==> src/rtl/decode_pkg.sv <==
// Shared definitions for the instruction decode stage: opcode constants,
// the immediate-format enum, the XLEN-independent decoded fields and the
// illegal-instruction classifier used when DECODE_ILLEGAL_CHECK_EN is defined.
package decode_pkg;

    localparam logic [6:0] OPC_LUI      = 7'b0110111;
    localparam logic [6:0] OPC_AUIPC    = 7'b0010111;
    localparam logic [6:0] OPC_JAL      = 7'b1101111;
    localparam logic [6:0] OPC_JALR     = 7'b1100111;
    localparam logic [6:0] OPC_LOAD     = 7'b0000011;
    localparam logic [6:0] OPC_OP_IMM   = 7'b0010011;
    localparam logic [6:0] OPC_MISC_MEM = 7'b0001111;
    localparam logic [6:0] OPC_SYSTEM   = 7'b1110011;
    localparam logic [6:0] OPC_BRANCH   = 7'b1100011;
    localparam logic [6:0] OPC_STORE    = 7'b0100011;
    localparam logic [6:0] OPC_OP       = 7'b0110011;

    typedef enum logic [2:0] {
        FMT_R = 3'd0,
        FMT_I = 3'd1,
        FMT_S = 3'd2,
        FMT_B = 3'd3,
        FMT_U = 3'd4,
        FMT_J = 3'd5
    } imm_fmt_e;

    // Register-index and opcode fields of a bundle. The XLEN-wide imm/pc
    // fields are added by decode_stage, since a package cannot be parametrised.
    typedef struct packed {
        logic [6:0] opcode;
        logic [2:0] funct3;
        logic [6:0] funct7;
        logic [4:0] rd;
        logic [4:0] rs1;
        logic [4:0] rs2;
        imm_fmt_e   imm_fmt;
        logic       illegal;
    } decode_fields_t;

    // Classify an instruction word as illegal; rv64 widens shamt to 6 bits,
    // so only instr[31:26] must be zero / 010000 for the shift immediates.
    function automatic logic is_illegal(input logic [31:0] instr, input logic rv64);
        logic [6:0] f7;
        logic [5:0] f6;
        logic [2:0] f3;
        logic       hi_zero;
        logic       hi_sra;
        logic       bad;
        f7      = instr[31:25];
        f6      = instr[31:26];
        f3      = instr[14:12];
        hi_zero = rv64 ? (f6 == 6'b000000) : (f7 == 7'b0000000);
        hi_sra  = rv64 ? (f6 == 6'b010000) : (f7 == 7'b0100000);
        case (instr[6:0])
            OPC_OP: bad = ((f7 != 7'b0000000) && (f7 != 7'b0100000)) ||
                          ((f7 == 7'b0100000) && (f3 != 3'b000) && (f3 != 3'b101));
            OPC_OP_IMM: bad = ((f3 == 3'b001) && !hi_zero) ||
                              ((f3 == 3'b101) && !hi_zero && !hi_sra);
            OPC_LUI, OPC_AUIPC, OPC_JAL, OPC_JALR, OPC_LOAD,
            OPC_MISC_MEM, OPC_SYSTEM, OPC_BRANCH, OPC_STORE: bad = 1'b0;
            default: bad = 1'b1;
        endcase
        return bad || (instr[1:0] != 2'b11);
    endfunction

endpackage

==> src/rtl/decode_stage_if.sv <==
// Fetch-side and execute-side handshake/bus signals of decode_stage.
// slave: the decode stage itself; master: whoever drives it (fetch + execute).
interface decode_stage_if #(parameter int XLEN = 32);
    logic            flush_i;
    logic            in_valid_i;
    logic            in_ready_o;
    logic [31:0]     instr_i;
    logic [XLEN-1:0] pc_i;
    logic            out_valid_o;
    logic            out_ready_i;
    logic [6:0]      opcode_o;
    logic [2:0]      funct3_o;
    logic [6:0]      funct7_o;
    logic [4:0]      rd_o;
    logic [4:0]      rs1_o;
    logic [4:0]      rs2_o;
    logic [XLEN-1:0] imm_o;
    logic [2:0]      imm_fmt_o;
    logic [XLEN-1:0] pc_o;
    logic            illegal_o;

    modport slave (
        input  flush_i, in_valid_i, instr_i, pc_i, out_ready_i,
        output in_ready_o, out_valid_o, opcode_o, funct3_o, funct7_o,
               rd_o, rs1_o, rs2_o, imm_o, imm_fmt_o, pc_o, illegal_o
    );

    modport master (
        output flush_i, in_valid_i, instr_i, pc_i, out_ready_i,
        input  in_ready_o, out_valid_o, opcode_o, funct3_o, funct7_o,
               rd_o, rs1_o, rs2_o, imm_o, imm_fmt_o, pc_o, illegal_o
    );
endinterface

==> src/rtl/decode_stage_imm_gen.sv <==
// imm_gen: opcode -> immediate format, and the matching immediate
// sign-extended from instr[31] to XLEN bits. Purely combinational.
module imm_gen
    import decode_pkg::*;
#(
    parameter int XLEN = 32
) (
    input  logic [31:0]     instr_i,
    output imm_fmt_e        imm_fmt_o,
    output logic [XLEN-1:0] imm_o
);
    typedef logic [XLEN-1:0] xlen_t;

    // Pick the format from the opcode and assemble its immediate
    always_comb begin
        imm_fmt_o = FMT_R;
        imm_o     = {XLEN{1'b0}};
        case (instr_i[6:0])
            OPC_LUI, OPC_AUIPC: begin
                imm_fmt_o = FMT_U;
                imm_o     = xlen_t'($signed({instr_i[31:12], 12'h000}));
            end
            OPC_JAL: begin
                imm_fmt_o = FMT_J;
                imm_o     = xlen_t'($signed({instr_i[31], instr_i[19:12], instr_i[20],
                                             instr_i[30:21], 1'b0}));
            end
            OPC_JALR, OPC_LOAD, OPC_OP_IMM, OPC_MISC_MEM, OPC_SYSTEM: begin
                imm_fmt_o = FMT_I;
                imm_o     = xlen_t'($signed(instr_i[31:20]));
            end
            OPC_BRANCH: begin
                imm_fmt_o = FMT_B;
                imm_o     = xlen_t'($signed({instr_i[31], instr_i[7], instr_i[30:25],
                                             instr_i[11:8], 1'b0}));
            end
            OPC_STORE: begin
                imm_fmt_o = FMT_S;
                imm_o     = xlen_t'($signed({instr_i[31:25], instr_i[11:7]}));
            end
            default: begin
                imm_fmt_o = FMT_R;
                imm_o     = {XLEN{1'b0}};
            end
        endcase
    end
endmodule

==> src/rtl/decode_stage.sv <==
// decode_stage: registered RV32I/RV64I decode between fetch and execute.
// One output slot drives every output; a skid slot absorbs the single word
// accepted while the output is stalled, so in_ready_o can be a register.
// Optional feature: define DECODE_ILLEGAL_CHECK_EN to enable illegal_o;
// otherwise illegal_o is tied to 0 and no check logic is built.
module decode_stage
    import decode_pkg::*;
#(
    parameter int XLEN = 32
) (
    input logic          clk_i,
    input logic          rst_ni,
    decode_stage_if.slave bus
);
    typedef struct packed {
        decode_fields_t  f;
        logic [XLEN-1:0] imm;
        logic [XLEN-1:0] pc;
    } bundle_t;

    bundle_t         in_s;
    bundle_t         out_q, out_d;
    bundle_t         skid_q, skid_d;
    logic            out_valid_q, out_valid_d;
    logic            skid_valid_q, skid_valid_d;
    logic            in_ready_q, in_ready_d;
    logic            accept_s;
    logic            illegal_s;
    imm_fmt_e        fmt_s;
    logic [XLEN-1:0] imm_s;

    imm_gen #(.XLEN(XLEN)) u_imm_gen (
        .instr_i   (bus.instr_i),
        .imm_fmt_o (fmt_s),
        .imm_o     (imm_s)
    );

`ifdef DECODE_ILLEGAL_CHECK_EN
    assign illegal_s = is_illegal(bus.instr_i, (XLEN == 64));
`else
    assign illegal_s = 1'b0;
`endif

    assign accept_s = bus.in_valid_i & in_ready_q;

    // Decode the incoming word into a full bundle
    always_comb begin
        in_s.f.opcode  = bus.instr_i[6:0];
        in_s.f.funct3  = bus.instr_i[14:12];
        in_s.f.funct7  = bus.instr_i[31:25];
        in_s.f.rd      = bus.instr_i[11:7];
        in_s.f.rs1     = bus.instr_i[19:15];
        in_s.f.rs2     = bus.instr_i[24:20];
        in_s.f.imm_fmt = fmt_s;
        in_s.f.illegal = illegal_s;
        in_s.imm       = imm_s;
        in_s.pc        = bus.pc_i;
    end

    // Slot transfers: flush first, then drain/refill, else park in skid
    always_comb begin
        out_d        = out_q;
        out_valid_d  = out_valid_q;
        skid_d       = skid_q;
        skid_valid_d = skid_valid_q;
        if (bus.flush_i) begin
            out_valid_d  = 1'b0;
            skid_valid_d = 1'b0;
        end else if (!out_valid_q || bus.out_ready_i) begin
            // A full skid implies in_ready was low, so nothing is accepted here.
            if (skid_valid_q) begin
                out_d        = skid_q;
                out_valid_d  = 1'b1;
                skid_valid_d = 1'b0;
            end else if (accept_s) begin
                out_d       = in_s;
                out_valid_d = 1'b1;
            end else begin
                out_valid_d = 1'b0;
            end
        end else begin
            if (accept_s) begin
                skid_d       = in_s;
                skid_valid_d = 1'b1;
            end else begin
                skid_valid_d = skid_valid_q;
            end
        end
        in_ready_d = ~skid_valid_d;
    end

    // Slot and handshake registers
    always_ff @(posedge clk_i or negedge rst_ni) begin
        if (!rst_ni) begin
            out_q        <= '0;
            skid_q       <= '0;
            out_valid_q  <= 1'b0;
            skid_valid_q <= 1'b0;
            in_ready_q   <= 1'b1;
        end else begin
            out_q        <= out_d;
            skid_q       <= skid_d;
            out_valid_q  <= out_valid_d;
            skid_valid_q <= skid_valid_d;
            in_ready_q   <= in_ready_d;
        end
    end

    assign bus.in_ready_o  = in_ready_q;
    assign bus.out_valid_o = out_valid_q;
    assign bus.opcode_o    = out_q.f.opcode;
    assign bus.funct3_o    = out_q.f.funct3;
    assign bus.funct7_o    = out_q.f.funct7;
    assign bus.rd_o        = out_q.f.rd;
    assign bus.rs1_o       = out_q.f.rs1;
    assign bus.rs2_o       = out_q.f.rs2;
    assign bus.imm_o       = out_q.imm;
    assign bus.imm_fmt_o   = out_q.f.imm_fmt;
    assign bus.pc_o        = out_q.pc;
    assign bus.illegal_o   = out_q.f.illegal;
endmodule

==> src/flat_wrapper.sv <==
// flat-port wrapper written by rule: the top's interface ports become plain ports
module decode_stage_flat import decode_pkg::*;
#(
    parameter int XLEN = 32
)
  (clk_i, rst_ni, bus_flush_i, bus_in_valid_i, bus_instr_i, bus_pc_i, bus_out_ready_i, bus_in_ready_o, bus_out_valid_o, bus_opcode_o, bus_funct3_o, bus_funct7_o, bus_rd_o, bus_rs1_o, bus_rs2_o, bus_imm_o, bus_imm_fmt_o, bus_pc_o, bus_illegal_o);
  decode_stage_if #(.XLEN(XLEN)) bus_i ();
  input logic clk_i;
  input logic rst_ni;
  input wire logic [$bits(bus_i.flush_i)-1:0] bus_flush_i;
  input wire logic [$bits(bus_i.in_valid_i)-1:0] bus_in_valid_i;
  input wire logic [$bits(bus_i.instr_i)-1:0] bus_instr_i;
  input wire logic [$bits(bus_i.pc_i)-1:0] bus_pc_i;
  input wire logic [$bits(bus_i.out_ready_i)-1:0] bus_out_ready_i;
  output wire logic [$bits(bus_i.in_ready_o)-1:0] bus_in_ready_o;
  output wire logic [$bits(bus_i.out_valid_o)-1:0] bus_out_valid_o;
  output wire logic [$bits(bus_i.opcode_o)-1:0] bus_opcode_o;
  output wire logic [$bits(bus_i.funct3_o)-1:0] bus_funct3_o;
  output wire logic [$bits(bus_i.funct7_o)-1:0] bus_funct7_o;
  output wire logic [$bits(bus_i.rd_o)-1:0] bus_rd_o;
  output wire logic [$bits(bus_i.rs1_o)-1:0] bus_rs1_o;
  output wire logic [$bits(bus_i.rs2_o)-1:0] bus_rs2_o;
  output wire logic [$bits(bus_i.imm_o)-1:0] bus_imm_o;
  output wire logic [$bits(bus_i.imm_fmt_o)-1:0] bus_imm_fmt_o;
  output wire logic [$bits(bus_i.pc_o)-1:0] bus_pc_o;
  output wire logic [$bits(bus_i.illegal_o)-1:0] bus_illegal_o;
  assign bus_i.flush_i = bus_flush_i;
  assign bus_i.in_valid_i = bus_in_valid_i;
  assign bus_i.instr_i = bus_instr_i;
  assign bus_i.pc_i = bus_pc_i;
  assign bus_i.out_ready_i = bus_out_ready_i;
  assign bus_in_ready_o = bus_i.in_ready_o;
  assign bus_out_valid_o = bus_i.out_valid_o;
  assign bus_opcode_o = bus_i.opcode_o;
  assign bus_funct3_o = bus_i.funct3_o;
  assign bus_funct7_o = bus_i.funct7_o;
  assign bus_rd_o = bus_i.rd_o;
  assign bus_rs1_o = bus_i.rs1_o;
  assign bus_rs2_o = bus_i.rs2_o;
  assign bus_imm_o = bus_i.imm_o;
  assign bus_imm_fmt_o = bus_i.imm_fmt_o;
  assign bus_pc_o = bus_i.pc_o;
  assign bus_illegal_o = bus_i.illegal_o;
  decode_stage #(.XLEN(XLEN)) u_core (.clk_i(clk_i), .rst_ni(rst_ni), .bus(bus_i));
endmodule
==> config.mk <==
export PLATFORM = sky130hd
export DESIGN_NAME = decode_stage_flat
export DESIGN_NICKNAME = d
export VERILOG_FILES = /design/src/rtl/decode_pkg.sv /design/src/rtl/decode_stage_if.sv /design/src/rtl/decode_stage_imm_gen.sv /design/src/rtl/decode_stage.sv /design/src/flat_wrapper.sv
export SDC_FILE = /design/constraint.sdc
export NUM_CORES = 1
export LEC_CHECK = 0
export ABC_AREA = 1
export CAP_MARGIN = 0
export CORE_ASPECT_RATIO = 0.8
export CORE_MARGIN = 5
export CORE_UTILIZATION = 35
export DETAILED_ROUTE_END_ITERATION = 12
export PLACE_DENSITY_LB_ADDON = 0.1
export SETUP_SLACK_MARGIN = 0.2
export SLEW_MARGIN = 10
export SYNTH_ARGS = -nofsm -noshare
export SYNTH_HDL_FRONTEND = slang
export SYNTH_HIERARCHICAL = 1
export SYNTH_SLANG_ARGS = --single-unit
==> constraint.sdc <==
create_clock -name clk_i -period 1.6 [get_ports clk_i]
set_input_delay 0.32 -clock clk_i [delete_from_list [all_inputs] [get_ports clk_i]]
set_output_delay 0.32 -clock clk_i [all_outputs]
set_load 0.05 [all_outputs]
* After elaboration in Yosys (flattened, before gate mapping)
Index checks and enable logic that the tools add are counted.
** Storage, ports and cells
- Output and inout port bits :: 102
- Register bits after elaboration :: 202
** Operators by class
- Eq/ne operators :: 10
- Reductions and logical operators :: 8
- Mux-type cells :: 11
- Bitwise logic cells :: 4
** Operator list (number)
- $mux 100 :: 2
- $pmux 32 s5 :: 1
- $eq 7x7->1 const B :: 4
- $pmux 3 s5 :: 1
- $eq 7x5->1 const B :: 2
- $eq 7x6->1 const B :: 2
- $eq 7x2->1 const B :: 1
- $eq 7x4->1 const B :: 1
- $mux 1 :: 7
- $reduce_and 3->1 :: 2
- $reduce_or 5->1 :: 1
- $reduce_bool 2->1 :: 2
- $not 1->1 :: 3
- $reduce_or 2->1 :: 1
- $and 1x1->1 :: 1
- $logic_not 1->1 :: 1
- $logic_or 1x1->1 :: 1

* Longest topological paths before layout
- Depth after elaboration :: 5
- Gate-level depth with buffers :: 13

* By module
Netlist, hierarchy kept.
** By module, submodules not included
- decode_stage :: cells an instance 1193, sequential area each 5031.1 µm², instances 1, area each 9106.2 µm²
- imm_gen :: cells an instance 101, sequential area each 0.0 µm², instances 1, area each 501.7 µm²

* Worst setup path before layout
No wires, ideal clock.
- Kind :: register to register
- Start point :: reg u_core.in_ready_q (netlist: u_core/bus.in_ready_o)
- End point :: reg u_core/skid_q[97] (netlist bit)
- Path buffers :: 2
- Setup time :: 116 ps
- Data arrival time :: 1495 ps
- Cell stages (with the launch flop) :: 8
- Setup slack :: -11 ps
- Clock period less this slack :: 1611 ps
- Path through :: dfstp_2 > nand2_1 > inv_2 > nand3_2 > buf_4 > buf_4 > nand2_1 > nand2_1
** On the way
- Longest elaborated chain between the ends :: 2
** Ends and longest elaborated chain
- start, declared :: RTL line decode_stage.sv:26 : logic in_ready_q, in_ready_d;
- start signal, assigned :: RTL line decode_stage.sv:105 : in_ready_q <= in_ready_d;
- $and 1x1->1 :: RTL line decode_stage.sv:44 : assign accept_s = bus.in_valid_i & in_ready_q;
- $reduce_and 3->1 (no source line)
- end signal, assigned :: RTL line decode_stage.sv:102 : skid_q <= skid_d;
- end, declared :: RTL line decode_stage.sv:23 : bundle_t skid_q, skid_d;
No other way between the ends.
A chain may end at the register's enable or synchronous reset.

* Worst setup path after layout
- Start point :: reg u_core.in_ready_q (netlist: u_core/bus.in_ready_o)
- End point :: reg u_core/skid_q[9] (netlist bit)
The elaborated chain is that of the path after synthesis.

==> impl_metrics.tcl <==
set metrics [dict create \
    outcome "completed" \
    seq_area_frac_synth 0.524 \
    worstSetupEndpointType "flop" \
    syn_nets 1363 \
    htree_levels 1 \
    grt_max_degree 100 \
    placed_area_um2 13000 \
    synthDistinctLibCells 26 \
    grt_pass1_vias 9001 \
    core_um2 27200 \
    io_buffer_count 169 \
    drc 0 \
    gr-max-usage-layer "met1" \
    max_freq_mhz 640 \
    cts_buffers 23 \
    clock_latency_ns 0.51 \
    clockBufferDepth 3 \
    die-height_um 158 \
    layout-drive-gt1-share 0.260 \
    fin_crit_ns 1.56 \
    ant_nets 0 \
    cts_sinks 201 \
    clk_pin_slew_ns 0.06 \
    grt_overflow 0 \
    num-fill-cells 2526 \
    use_met2 0.315 \
    worstSetupStartpointType "flop" \
    worst_r2r_path_depth 8 \
    synth_seq_cells 201 \
    ys.flop_type "dfrtp_1" \
    path_class "flop to flop" \
    setup_viol 0 \
    io_pins 171 \
    ys_async_sr_fraction 1.00 \
    ys_warn_count 6 \
    start_util 0.354 \
    p_leak_nw 8.00 \
    synth.avg_cell_area_um2 7.43 \
    total_power_mw 16.6 \
    p_sw_frac 0.324 \
    gr-usage-met3 0.0468 \
    fin_crit_sh 0.976 \
    root_buffer "clkbuf_16" \
    crit_arrival_ns 1.95 \
    hp-class "primary input to asynchronous set/reset pin" \
    syn_inst 1294 \
    p_per_area_nw_per_um2 1090 \
    synthToLayoutAreaGrowth_pct 57.6 \
    dp.final_hpwl_um 21400 \
    internal-power_mw 11.2 \
    clkPwrFrac 0.318 \
    final-hold-violation-count 0 \
    vias 9514 \
    die_w_um 195 \
    maxSlewViolCount 0 \
    rsz0062_at_grt "yes" \
    cp_max_fo 7 \
    dieArea_um2 30900 \
    peakVddDrop_v 0.000613 \
    post-place-cells 1820 \
    p_sw_mw 5.36 \
    rows 54 \
    fin_skew_ns 0.0189 \
    synth_area_um2 9610 \
    initialDrtViolationCount 761 \
    diodes 0 \
    cts_tree "yes" \
    globalRouteTotalUtil 0.211 \
    grt_pass1_wl_um 52700 \
    layout.nets 1616 \
    pwr-share-comb 0.286 \
    finalWirelength_um 34900 \
    drt_pass1_iterations 5 \
    final_cells 1925 \
    gp_congestion 0.785 \
    via_per_inst 4.94 \
    antenna_found_initial 1 \
    grtUsageMet1 0.316 \
    drv_cap 0 \
    p_seq_frac 0.395 \
    wl_per_cell_um 18.1 \
    postLayoutCellArea_um2 15100 \
    cp.required_ns 1.99 \
    synth-edff-count 0 \
]
[power by group through the flow]
stage                     logic (mW)  clock network, mW  registers [mW]
after floorplan                 1.07                  0            7.48
after global placement          4.12                  0            6.50
after detailed placement        4.16                  0            6.51
after CTS                       4.38               5.40            6.45
after global routing            5.05               5.63            6.65
final                           4.74               5.27            6.55
[flip-flops by register name, indices dropped and copies added (netlist names)]
signal,flops
u_core/skid_q,99
u_core/bus.imm_o,32
u_core/bus.pc_o,32
u_core/bus.funct7_o,7
u_core/bus.opcode_o,7
u_core/bus.rd_o,5
u_core/bus.rs1_o,5
u_core/bus.rs2_o,5
u_core/bus.funct3_o,3
u_core/bus.imm_fmt_o,3
u_core/bus.in_ready_o,1
u_core/bus.out_valid_o,1
u_core/skid_valid_q,1
[worst paths after layout]
path | start | end | slack [ns]
max | u_core/bus.in_ready_o | u_core/skid_q[9] | 0.04
max reg2reg | u_core/bus.in_ready_o | u_core/skid_q[9] | 0.04
min | rst_ni | u_core/bus.pc_o[11] | 0.23
min in group clk_i | bus_instr_i[0] | u_core/skid_q[93] | 0.37
min reg2reg | u_core/skid_q[81] | u_core/skid_q[81] | 0.47
max in group asynchronous | rst_ni | u_core/bus.imm_o[13] | 0.73
[kinds of logic after synthesis]
logic type | after synthesis | share of synthesized area
compound gates | 9 | 0.00612
buf+inv | 101 | 0.0482
flops | 201 | 0.524
other cells | 1 | 0.000390
simple gates | 982 | 0.422
[per-layer routing]
| metal | part of all wire | vias to the layer above | wire length [um] |
|---|---|---|---|
| met3 | 0.066 | 47 | 2320 |
| met1 | 0.47 | 4576 | 16600 |
| met2 | 0.44 | 304 | 15300 |
| li1 | - | 4585 | - |
| met5 | 0.00037 | - | 13 |
| met4 | 0.019 | 2 | 657 |
[what timing repair did]
action                                 CTS  global route
resized for setup                       53           134
endpoints found under the hold margin  200             0
setup endpoints to repair              274           298
pin swaps                                5             4
cloned                                   7            12
hold buffers                             1             0
buffers inserted                        26            20
[Yosys cell counts (2+ instances only)]
master    number  area, um2
nand2_1      744       2790
nand3_1      209       1050
dfrtp_1      200       5000
buf_2         49        245
clkbuf_1      30        113
nand2_2       10       62.6
inv_1          9       33.8
o21ai_0        7       35.0
and2_1         6       37.5
inv_2          6       22.5
buf_4          4       30.0
nor2_1         3       11.3
buf_1          2       7.51
nand4_1        2       12.5
nor2_4         2       22.5
[layout by cell type (no fill, tap or decap), types with 22 or more instances in the layout]
| cell | instances |
|---|---|
| nand2_1 | 655 |
| nand3_1 | 206 |
| dfrtp_1 | 190 |
| buf_12 | 105 |
| buf_4 | 79 |
| nand2_2 | 76 |
| clkdlybuf4s50_1 | 60 |
| buf_6 | 41 |
| clkbuf_16 | 33 |
| nand2_4 | 22 |
[critical path, cell delays in order, from the launching register on]
cell       delay [ns]
dfstp_2          0.58
buf_6            0.12
nand2_8          0.07
inv_8            0.08
nand3_4          0.13
buf_6            0.18
clkbuf_16        0.17
nand2_2          0.05
nand2_1          0.04
[layout make-up]
type                            instances  area [um2]  area share
Multi-Input combinational cell        993        4520       0.299
Tap cell                              364         455      0.0301
Timing Repair Buffer                  313        4310       0.285
Clock inverter                          3        65.1     0.00430
Clock buffer                           36         674      0.0445
Inverter                               15        65.1     0.00430
Sequential cell                       201        5050       0.333
[per-stage QoR]
step	util	TNS [ns]	hold slack [ns]	setup slack (ns)
after floorplan	-	0	0.0244	0.117
after global placement	0.479	-37.20	0.180	-0.497
after detailed placement	0.479	-39.96	0.178	-0.557
after CTS	0.526	0	0.211	0.0458
after global routing	0.557	0	0.233	0.000889
final	0.557	0	0.235	0.0380
Power figures use the tool's default switching activity.
